==> src/rtl/uart_cmd_receiver.sv <==
// 8N1 UART receiver feeding a two-byte command parser (letter + digit '0'..'7').
// All strobes are registered one-cycle pulses; decoded command/multiplier hold between updates.
module uart_cmd_receiver #(
    parameter int CLKS_PER_BIT = 434,
    parameter int TIMEOUT_CLKS = 500000
) (
    input  logic       clk,
    input  logic       reset,
    input  logic       uart_in,
    output logic [7:0] rx_data,
    output logic       rx_valid,
    output logic       frame_error,
    output logic [2:0] drive_command,
    output logic [2:0] multiplier,
    output logic       cmd_valid,
    output logic       parse_error
);

    localparam int CW = (CLKS_PER_BIT > 1) ? $clog2(CLKS_PER_BIT) : 1;
    localparam int TW = $clog2(TIMEOUT_CLKS + 1);
    localparam logic [CW-1:0] BIT_LAST = CW'(CLKS_PER_BIT - 1);
    localparam logic [CW-1:0] BIT_MID  = CW'((CLKS_PER_BIT - 1) / 2);
    localparam logic [TW-1:0] TMO_LAST = TW'(TIMEOUT_CLKS);

    typedef enum logic [2:0] {
        RX_IDLE,
        RX_START,
        RX_DATA,
        RX_STOP,
        RX_WAIT_HIGH
    } rx_state_t;

    typedef enum logic {
        P_CMD,
        P_MULT
    } p_state_t;

    logic            sync1, line;
    rx_state_t       rx_state;
    logic [CW-1:0]   bit_cnt;
    logic [2:0]      bit_idx;
    logic [7:0]      shift;

    p_state_t        p_state;
    logic [2:0]      cmd_latch;
    logic [TW-1:0]   tmo_cnt;

    // {valid, code} for a command letter
    function automatic logic [3:0] decode(input logic [7:0] b);
        case (b)
            8'h53:   decode = 4'b1_000;
            8'h46:   decode = 4'b1_001;
            8'h42:   decode = 4'b1_010;
            8'h4C:   decode = 4'b1_011;
            8'h52:   decode = 4'b1_100;
            default: decode = 4'b0_000;
        endcase
    endfunction

    function automatic logic is_digit(input logic [7:0] b);
        is_digit = (b >= 8'h30) && (b <= 8'h37);
    endfunction

    always_ff @(posedge clk) begin
        if (reset) begin
            sync1 <= 1'b1;
            line  <= 1'b1;
        end else begin
            sync1 <= uart_in;
            line  <= sync1;
        end
    end

    // Receiver: sample at bit midpoints, counted from the start-bit centre
    always_ff @(posedge clk) begin
        if (reset) begin
            rx_state    <= RX_IDLE;
            bit_cnt     <= '0;
            bit_idx     <= '0;
            shift       <= '0;
            rx_data     <= '0;
            rx_valid    <= 1'b0;
            frame_error <= 1'b0;
        end else begin
            rx_valid    <= 1'b0;
            frame_error <= 1'b0;
            case (rx_state)
                RX_IDLE: begin
                    bit_cnt <= '0;
                    if (!line) rx_state <= RX_START;
                end
                RX_START: begin
                    if (bit_cnt == BIT_MID) begin
                        bit_cnt <= '0;
                        bit_idx <= '0;
                        rx_state <= line ? RX_IDLE : RX_DATA;
                    end else begin
                        bit_cnt <= bit_cnt + 1'b1;
                    end
                end
                RX_DATA: begin
                    if (bit_cnt == BIT_LAST) begin
                        bit_cnt <= '0;
                        shift   <= {line, shift[7:1]};
                        if (bit_idx == 3'd7) rx_state <= RX_STOP;
                        else                 bit_idx  <= bit_idx + 1'b1;
                    end else begin
                        bit_cnt <= bit_cnt + 1'b1;
                    end
                end
                RX_STOP: begin
                    if (bit_cnt == BIT_LAST) begin
                        bit_cnt <= '0;
                        if (line) begin
                            rx_data  <= shift;
                            rx_valid <= 1'b1;
                            rx_state <= RX_IDLE;
                        end else begin
                            frame_error <= 1'b1;
                            rx_state    <= RX_WAIT_HIGH;
                        end
                    end else begin
                        bit_cnt <= bit_cnt + 1'b1;
                    end
                end
                RX_WAIT_HIGH: begin
                    bit_cnt <= '0;
                    if (line) rx_state <= RX_IDLE;
                end
                default: rx_state <= RX_IDLE;
            endcase
        end
    end

    // Parser: reacts only to the receiver strobes and its own timeout
    always_ff @(posedge clk) begin
        if (reset) begin
            p_state       <= P_CMD;
            cmd_latch     <= '0;
            tmo_cnt       <= '0;
            drive_command <= '0;
            multiplier    <= '0;
            cmd_valid     <= 1'b0;
            parse_error   <= 1'b0;
        end else begin
            cmd_valid   <= 1'b0;
            parse_error <= 1'b0;
            case (p_state)
                P_CMD: begin
                    tmo_cnt <= '0;
                    if (rx_valid) begin
                        if (decode(rx_data)[3]) begin
                            cmd_latch <= decode(rx_data)[2:0];
                            p_state   <= P_MULT;
                        end else begin
                            parse_error <= 1'b1;
                        end
                    end
                end
                P_MULT: begin
                    if (rx_valid) begin
                        if (is_digit(rx_data)) begin
                            drive_command <= cmd_latch;
                            multiplier    <= rx_data[2:0];
                            cmd_valid     <= 1'b1;
                        end else begin
                            parse_error <= 1'b1;
                        end
                        p_state <= P_CMD;
                    end else if (frame_error || tmo_cnt == TMO_LAST) begin
                        parse_error <= 1'b1;
                        p_state     <= P_CMD;
                    end else begin
                        tmo_cnt <= tmo_cnt + 1'b1;
                    end
                end
                default: p_state <= P_CMD;
            endcase
        end
    end

endmodule

==> config.mk <==
export PLATFORM = sky130hd
export DESIGN_NAME = uart_cmd_receiver
export DESIGN_NICKNAME = d
export VERILOG_FILES = /design/src/rtl/uart_cmd_receiver.sv
export SDC_FILE = /design/constraint.sdc
export NUM_CORES = 1
export LEC_CHECK = 0
export ABC_AREA = 1
export CELL_PAD_IN_SITES_DETAIL_PLACEMENT = 1
export CELL_PAD_IN_SITES_GLOBAL_PLACEMENT = 2
export CORE_MARGIN = 2
export CORE_UTILIZATION = 34
export CTS_BUF_LIST = sky130_fd_sc_hd__clkbuf_4
export CTS_CLUSTER_DIAMETER = 60
export DETAILED_ROUTE_END_ITERATION = 10
export PLACE_DENSITY_LB_ADDON = 0.05
export SLEW_MARGIN = 20
export SYNTH_ARGS = -nofsm -noshare
export SYNTH_HDL_FRONTEND = slang
export SYNTH_SLANG_ARGS = --single-unit
==> constraint.sdc <==
create_clock -name clk -period 1.89 [get_ports clk]
set_clock_uncertainty 0.2 [all_clocks]
set_input_delay 0.378 -clock clk [delete_from_list [all_inputs] [get_ports clk]]
set_output_delay 0.378 -clock clk [all_outputs]
set_load 0.05 [all_outputs]
# After elaboration in Yosys (flattened, before gate mapping)
# Index checks and enable logic that the tools add are counted.
# W data, S select, Z words.
[word_totals] regBits=66 latch_bits=0 mem_bits_rw=0 mem_bits_ro=0 inputBits=3 output_inout_bits=18 elab_cells=100 memories=0
[op_classes] add_sub_neg=3 mul=0 div=0 n_lt_le_gt_ge=2 eq_ne=22 shifts=0 muxes=37 n_bitwise=4 reduce_logical=16
[op_table] operator="$eq A8 B7 Y1 const B" n=5
[op_table] operator="$mux W19" n=2
[op_table] operator="$pmux W19 S2" n=1
[op_table] operator="$mux W3" n=10
[op_table] operator="$pmux W9 S3" n=1
[op_table] operator="$pmux W4 S5" n=1
[op_table] operator="$add A19 B1 Y19 const B" n=1
[op_table] operator="$eq A19 B19 Y1 const B" n=1
[op_table] operator="$mux W9" n=2
[op_table] operator="$ne A2 B2 Y1 const B" n=9
[op_table] operator="$pmux W3 S5" n=1
[op_table] operator="$mux W1" n=12
[op_table] operator="$mux W4" n=3
[op_table] operator="$add A9 B1 Y9 const B" n=1
[op_table] operator="$eq A9 B8 Y1 const B" n=1
[op_table] operator="$eq A9 B9 Y1 const B" n=1
[op_table] operator="$reduce_and A3 Y1" n=3
[op_table] operator="$ge A8 B6 Y1 const B" n=1
[op_table] operator="$le A8 B6 Y1 const B" n=1
[op_table] operator="$eq A3 B2 Y1 const B" n=2
[op_table] operator="$eq A3 B3 Y1 const B" n=2
[op_table] operator="$pmux W3 S2" n=1
[op_table] operator="$reduce_and A6 Y1" n=1
[op_table] operator="$reduce_or A3 Y1" n=2
[op_table] operator="13 further kinds" n=19

# Longest topological paths before layout
# Gate-level depths: netlist (run 1).
[logic_depth] depth_word=8 depth_mapped=12 mapped_depth_nobuf=12

# Worst setup path after synthesis (run 1)
# No wires, ideal clock.
[synth_timing] kind="reg-to-reg" start="register rx_data[5]" end="register drive_command[1]" setup_time_ns=0.070 t_arrival_ns=1.537 required_ns=1.620 slack_ns=0.083 path_stages_with_launch=7 n_path_buf=0 period_less_slack_ns=1.807 cell_sequence="dfxtp_1 inv_1 nor3_1 nand3_1 nor2_2 o21ai_0 a21oi_1"
[synth_via] elab_chain_cells=3 elab_cells_between_ends=4 cone_classes="order compare: 2; reduce/logical: 2"
[synth_rtl] element="start: declaration" line="10" source="output logic [7:0] rx_data,"
[synth_rtl] element="start signal: assignment" line="115" source="rx_data <= shift;"
[synth_rtl] element="$ge A8 B6 Y1 / $le A8 B6 Y1 (equally long branches)" line="61" source="is_digit = (b >= 8'h30) && (b <= 8'h37);"
[synth_rtl] element="$logic_and A1 B1 Y1 (*)" line="61"
[synth_rtl] element="$reduce_and A3 Y1 (no line) (*)"
[synth_rtl] element="end signal: assignment" line="163" source="drive_command <= cmd_latch;"
[synth_rtl] element="end: declaration" line="13" source="output logic [2:0] drive_command,"
# Every way passes the cells marked *; elsewhere a longest branch is shown, timed or not.
# A chain may end at the register's enable or synchronous reset.

# Worst setup path after layout (run 1)
[layout_timing] start="register rx_state[0]" end="register bit_cnt[6]"
[layout_via] elab_chain_cells=3 elab_cells_between_ends=9 cone_classes="eq/ne: 4; mux: 1; reduce/logical: 4"
[layout_rtl] element="start: declaration" line="39" source="rx_state_t rx_state;"
[layout_rtl] element="start signal: assignment" line="96" source="rx_state <= line ? RX_IDLE : RX_DATA;"
[layout_rtl] element="$eq A3 B3 Y1 (tied with other cells)" line="87" source="case (rx_state)"
[layout_rtl] element="$reduce_or A2 Y1 (no line)"
[layout_rtl] element="$pmux W9 S3 / $reduce_bool A3 Y1 (equally long branches)"
[layout_rtl] element="end signal: assignment" line="98" source="bit_cnt <= bit_cnt + 1'b1;"
[layout_rtl] element="end signal: assignment" line="108" source="bit_cnt <= bit_cnt + 1'b1;"
[layout_rtl] element="end signal: assignment" line="123" source="bit_cnt <= bit_cnt + 1'b1;"
[layout_rtl] element="end: declaration" line="40" source="logic [CW-1:0] bit_cnt;"
# Parallel ways exist; a longest one is shown, timed or not.

==> out/metrics.cfg, run 1 <==
[yosys]
synth_area_sq_um=3280
synth_top_family_by_area=simple AND/OR/NAND/NOR gates
ys_warn_count=0
synth_compound_area_frac=0.129
syn-num-nets=490
synthCells=480
synth_xor_area_frac=0.00800
ys.flop_type=dfxtp_1
synthTopCellsByArea=dfxtp_1 40%, nand2_1 11%, inv_1 8.0%
syn-mean-instance-area_sq_um=6.84
synth_common_cells=94 x nand2_1, 70 x inv_1, 70 x nor2_1
ys_ff_latch=66
synthAdderAreaFrac=0.0267
synth_edf_count=0
ys_seq_area_frac=0.402
synth_mux_area_frac=0
yosys.area.top_type=dfxtp_1
synth_top_area_frac=0.402
synth_cell_type_count=32
synth-simple-area-share=0.332
synth.most_common_cell=nand2_1
synthArstFlopShare=0

[clocking]
ctsHoldBuffers=0
cts_made_buffers=9
cts_sinks=66
cts_max_level=3
clk_pin_slew_ps=120
cts_tree=built
cts_resized=0
clock_path_buffers=2
clockRootBuffer=clkbuf_4
clk-insertion-delay-late_ps=400
cts_setup_buffers=0

[floorplanning]
design.core.area_sq_um=9330
num_rows=35
boundaryPins=21
fp.dieH_um=102
die_area_sq_um=10500
die_w_um=102
initial_core_util=0.352

[power_and_ir_drop]
peakVddDrop_mv=0.588
p_per_area_nw_per_um2=825
total_power_mw=3.29
cellLeakagePower_nw=1.57

[setup_path]
worstSetupStartpointType=register
reg2reg_to=bit_cnt[6]
worstPathRequired_ps=1980
critical_path_arrival_ps=1850
r2r-start=rx_state[0]
ff2ff_path_depth=5
ff2ff_setup_slack_ps=130
startpoint=rx_state[0]
end_kind=register
crit_path_end=bit_cnt[6]
crit_fanout=7
criticalPathCategory=register to register

[cells_and_area]
diodes=0
drive_gt1_frac=0.176
register_area_sq_um=1330
area.growth.synth_to_final_pct=21.6
fin_nets=527
multi_input_area_sq_um=1670
fillers=1217
final_cell_area_sq_um=3990

[sta]
whs_ps=219
period_needed_ps=1760
finalHoldViolCount=0
slew_viol_final=0
worst_slew_pin_slew_ps=372
fmax_ghz=0.569
report.final.setup_viol=0
relSlewSlack=0.752
finalCritPeriodShare=0.929

[global_route]
grt_pass1_vias=3122
grt_max_degree=29
grt_use_total=0.179
overflow=0
grt_pass1_wl_um=14800
antenna_found_initial=0

[detailed_routing]
first_pass_iters=4
drtIter0Drc=64
vias_per_cell=4.77
drcViolationCount=0
drt-total-wl_um=8780
via_count=3107
wire_per_inst_um=13.5
drtAntennaViolNets=0

[status]
status=completed

[place]
gp_congestion=0.820
placed_area_sq_um=3810
port-buffer-count=20
dpl.hpwl_um=6490

[worst_hold_path]
min_path_type=register to register

[run]
max-cap-violations=0

==> worst min path at each step <==
stage           from  endpoint  slack [ps]  depth (start not counted)
2_1_floorplan  sync1      line         190                          1
3_3_place_gp   sync1      line         200                          1
3_5_place_dp   sync1      line         200                          1
4_1_cts        sync1      line         230                          1
5_1_grt        sync1      line         260                          1
6_report       sync1      line         220                          1
==> sequential cells by signal, indices dropped and copies added (netlist names) <==
signal         cells
bit_cnt            9
bit_idx            3
cmd_latch          3
cmd_valid          1
drive_command      3
frame_error        1
line               1
multiplier         3
p_state            1
parse_error        1
rx_data            8
rx_state           3
rx_valid           1
shift              8
sync1              1
tmo_cnt           19
==> critical path: stages, from the launching register on <==
cell and delay [ps]:
dfxtp_1 440, o21ai_2 360, nand4_1 190, nor2_1 250, xor2_1 170, nor2_1 50
==> layer usage <==
layer,wire length (um),vias up,share of wire,global-route usage
met5,0,-,0,0
met4,93,0,0.011,0.0615
met3,137,8,0.016,0.0267
met2,4130,28,0.47,0.296
met1,4420,1453,0.50,0.240
li1,-,1618,-,-
==> report_power, final <==
part	leakage, nW	total (mW)	internal [mW]	switching (mW)
registers	0.534	1.53	1.46	0.0751
logic	0.963	0.805	0.295	0.510
clock network	0.0718	0.954	0.402	0.552
==> cells in the final DEF (no fill, tap or decap), types with 2 or more instances in the layout <==
cell,count
inv_1,68
o21ai_0,20
nor2_2,9
nand2_2,8
buf_12,11
o21ai_1,8
nor3_2,3
nand4_1,17
o21bai_1,3
dfxtp_1,63
ha_1,7
nor3_4,2
a21oi_1,37
nor2_1,63
inv_2,4
nand2_1,90
inv_6,2
clkinv_1,2
dfxtp_2,3
xor2_1,3
a21oi_2,5
clkdlybuf4s50_1,2
nand3_1,35
buf_4,24
or2_2,2
nor3_1,9
clkbuf_4,9
nor2_4,2
==> metrics by stage <==
step | setup WS, ps | instances | TNS [ps] | utilization
final | 134 | 651 | 0 | 0.428
after global routing | -52.5 | 651 | -97.7 | 0.428
after CTS | 13.9 | 651 | 0 | 0.423
after detailed placement | 28.6 | 635 | 0 | 0.408
after global placement | 73.7 | 635 | 0 | 0.408
after floorplan | 82.8 | 480 | 0 | -
==> cells by family (layout without fill, tap and decap cells) <==
family	after synthesis	count (layout)
compound gates	77	77
fa+ha+maj	7	7
xor+xnor	3	3
buf+inv	84	126
simple gates	243	243
flops	66	66
==> layout make-up <==
type	count	area share
flip-flops and latches	66	0.332
inverters	72	0.0677
repair buffers	38	0.108
clock buffers	9	0.0169
well taps	129	0.0404
multi-input cells	330	0.418
clock inverters	7	0.0169
Power figures use the tool's default switching activity.
==> run 2, diff against run 1 <==
--- a/config.mk
+++ b/config.mk
@@ -7,4 +7,5 @@
 export LEC_CHECK = 0
 export ABC_AREA = 1
+export CAP_MARGIN = 20
 export CELL_PAD_IN_SITES_DETAIL_PLACEMENT = 1
 export CELL_PAD_IN_SITES_GLOBAL_PLACEMENT = 2
==> constraint.sdc (replaced) <==
create_clock -name clk -period 1.89 [get_ports clk]
set_clock_uncertainty 0.2 [all_clocks]
set_input_delay 0.567 -clock clk [delete_from_list [all_inputs] [get_ports clk]]
set_output_delay 0.567 -clock clk [all_outputs]
set_load 0.05 [all_outputs]
==> out/metrics.cfg, run 2 (synthesis gave the netlist of run 1 again) <==
[clocking]
cts_sinks=66
cts_setup_buffers=0
clockRootBuffer=clkbuf_4
cts_made_buffers=9
cts_max_level=3
clk_pin_slew_ps=100
clk-insertion-delay-late_ps=400
clock_path_buffers=2
cts_tree=built

[floorplanning]
fp.dieH_um=102
num_rows=35
die_w_um=102
initial_core_util=0.352
boundaryPins=21
design.core.area_sq_um=9330
die_area_sq_um=10500

[detailed_routing]
first_pass_iters=4
wl_met3_um=157
drt-total-wl_um=8440
dr_wl_met2_um=3980
drcViolationCount=0
via_count=3109
top_layer=met4
drtAntennaViolNets=0
wl_met1_um=4230
vias_per_cell=4.77
wire_per_inst_um=12.9
drtIter0Drc=71

[setup_path]
cp_cell_sequence=buf_12
reg2reg_to=tmo_cnt[10]
cp_top_family=flip-flops
crit_slowest_cell=dfxtp_1
ff2ff_path_depth=11
startpoint=rx_data[0]
crit_path_max_incr_delay_ps=470
ff2ff_setup_slack_ps=140
critical_path_arrival_ps=1030
cp_num_buf_inv=1
worstSetupStartpointType=register
crit_fanout=5
criticalPathCategory=register to output pin
end_kind=output pin
worstPathRequired_ps=1120
r2r-start=tmo_cnt[0]

[cells_and_area]
layout_common_cells=91 x nand2_1, 69 x inv_1, 65 x nor2_1
fillers=1192
final_cell_area_sq_um=4160
drive_gt1_frac=0.180
top_register=tmo_cnt
multi_input_area_sq_um=1670
register_area_sq_um=1330
area.growth.synth_to_final_pct=26.6
diodes=0
largest_reg_flops=19
final_common_cell=nand2_1
largestRegisters=tmo_cnt x19, bit_cnt x9
fin_nets=529

[place]
gp_congestion=0.821
dpl.hpwl_um=6490
placed_area_sq_um=3970
port-buffer-count=20

[worst_hold_path]
holdPathEnd=line
hold-path-cell-count=1
min_path_type=register to register
min_from=sync1

[sta]
worst_slew_pin_slew_ps=376
finalHoldViolCount=0
report.final.setup_viol=0
whs_ps=221
period_needed_ps=1800
fmax_ghz=0.555
finalCritPeriodShare=0.953
slew_viol_final=0
relSlewSlack=0.748

[power_and_ir_drop]
cellLeakagePower_nw=1.62
p_per_area_nw_per_um2=779
peakVddDrop_mv=0.513

[global_route]
grt_pass1_vias=3142
grt_use_total=0.178
grt_pass1_wl_um=14600
antenna_found_initial=0
overflow=0
grt_max_degree=29

[run]
max-cap-violations=0

[status]
status=completed

-- run 2: cell types whose count changed in the layout (fill, tap and decap cells not counted), moves of 2 or more --
cell,previous run,this run
buf_4,24,14
buf_12,11,23
dfxtp_1,63,59
nor2_1,63,65
nor2_2,9,6
dfxtp_2,3,7
nand2_2,8,6
clkbuf_4,9,11
inv_6,2,0
-- run 2: area by class of cell --
cell class	instances	share of cell area
flip-flops and latches	66	0.320
inverters	72	0.0650
well taps	129	0.0388
clock inverters	4	0.0105
clock buffers	11	0.0199
multi-input cells	330	0.402
repair buffers	40	0.144
-- run 2: stage by stage --
| step | setup slack, ps | std cells | utilization | power, mW | setup TNS, ps |
|---|---|---|---|---|---|
| final | 88.9 | 652 | 0.446 | 3.24 | 0 |
| after global routing | -3.48 | 652 | 0.446 | 3.49 | -4.67 |
| after CTS | 2.16 | 652 | 0.440 | 3.28 | 0 |
| after detailed placement | -50.2 | 637 | 0.426 | 2.36 | -326 |
| after global placement | -26.5 | 637 | 0.426 | 2.33 | -26.5 |
| after floorplan | 82.8 | 480 | - | 2.11 | 0 |
-- run 2: worst max path at each step --
stage                     depth (start not counted)  slack (ps)          endpoint
final                                             1          90        rx_data[0]
after global routing                              8          -3       tmo_cnt[18]
after CTS                                        11           2       tmo_cnt[10]
after detailed placement                          5         -50        tmo_cnt[6]
after global placement                            5         -30        tmo_cnt[6]
after floorplan                                   6          80  drive_command[1]
-- run 2: layer usage --
metal,vias up,track usage
met1,1458,0.229
met5,-,0
met4,0,0.0462
met3,8,0.0410
li1,1621,-
met2,22,0.301
-- run 2: what timing repair did --
| action | CTS | global route |
|---|---|---|
| setup endpoints to repair | 3 | 32 |
| gates resized for setup | 3 | 19 |
| pin swaps | 0 | 2 |
| hold buffers | 0 | 0 |
-- run 2: report_power, final --
part	total (mW)	internal, mW	switching (mW)
Combinational	0.809	0.306	0.502
Clock	0.898	0.419	0.479
Sequential	1.53	1.46	0.0697
Total	3.24	2.19	1.05
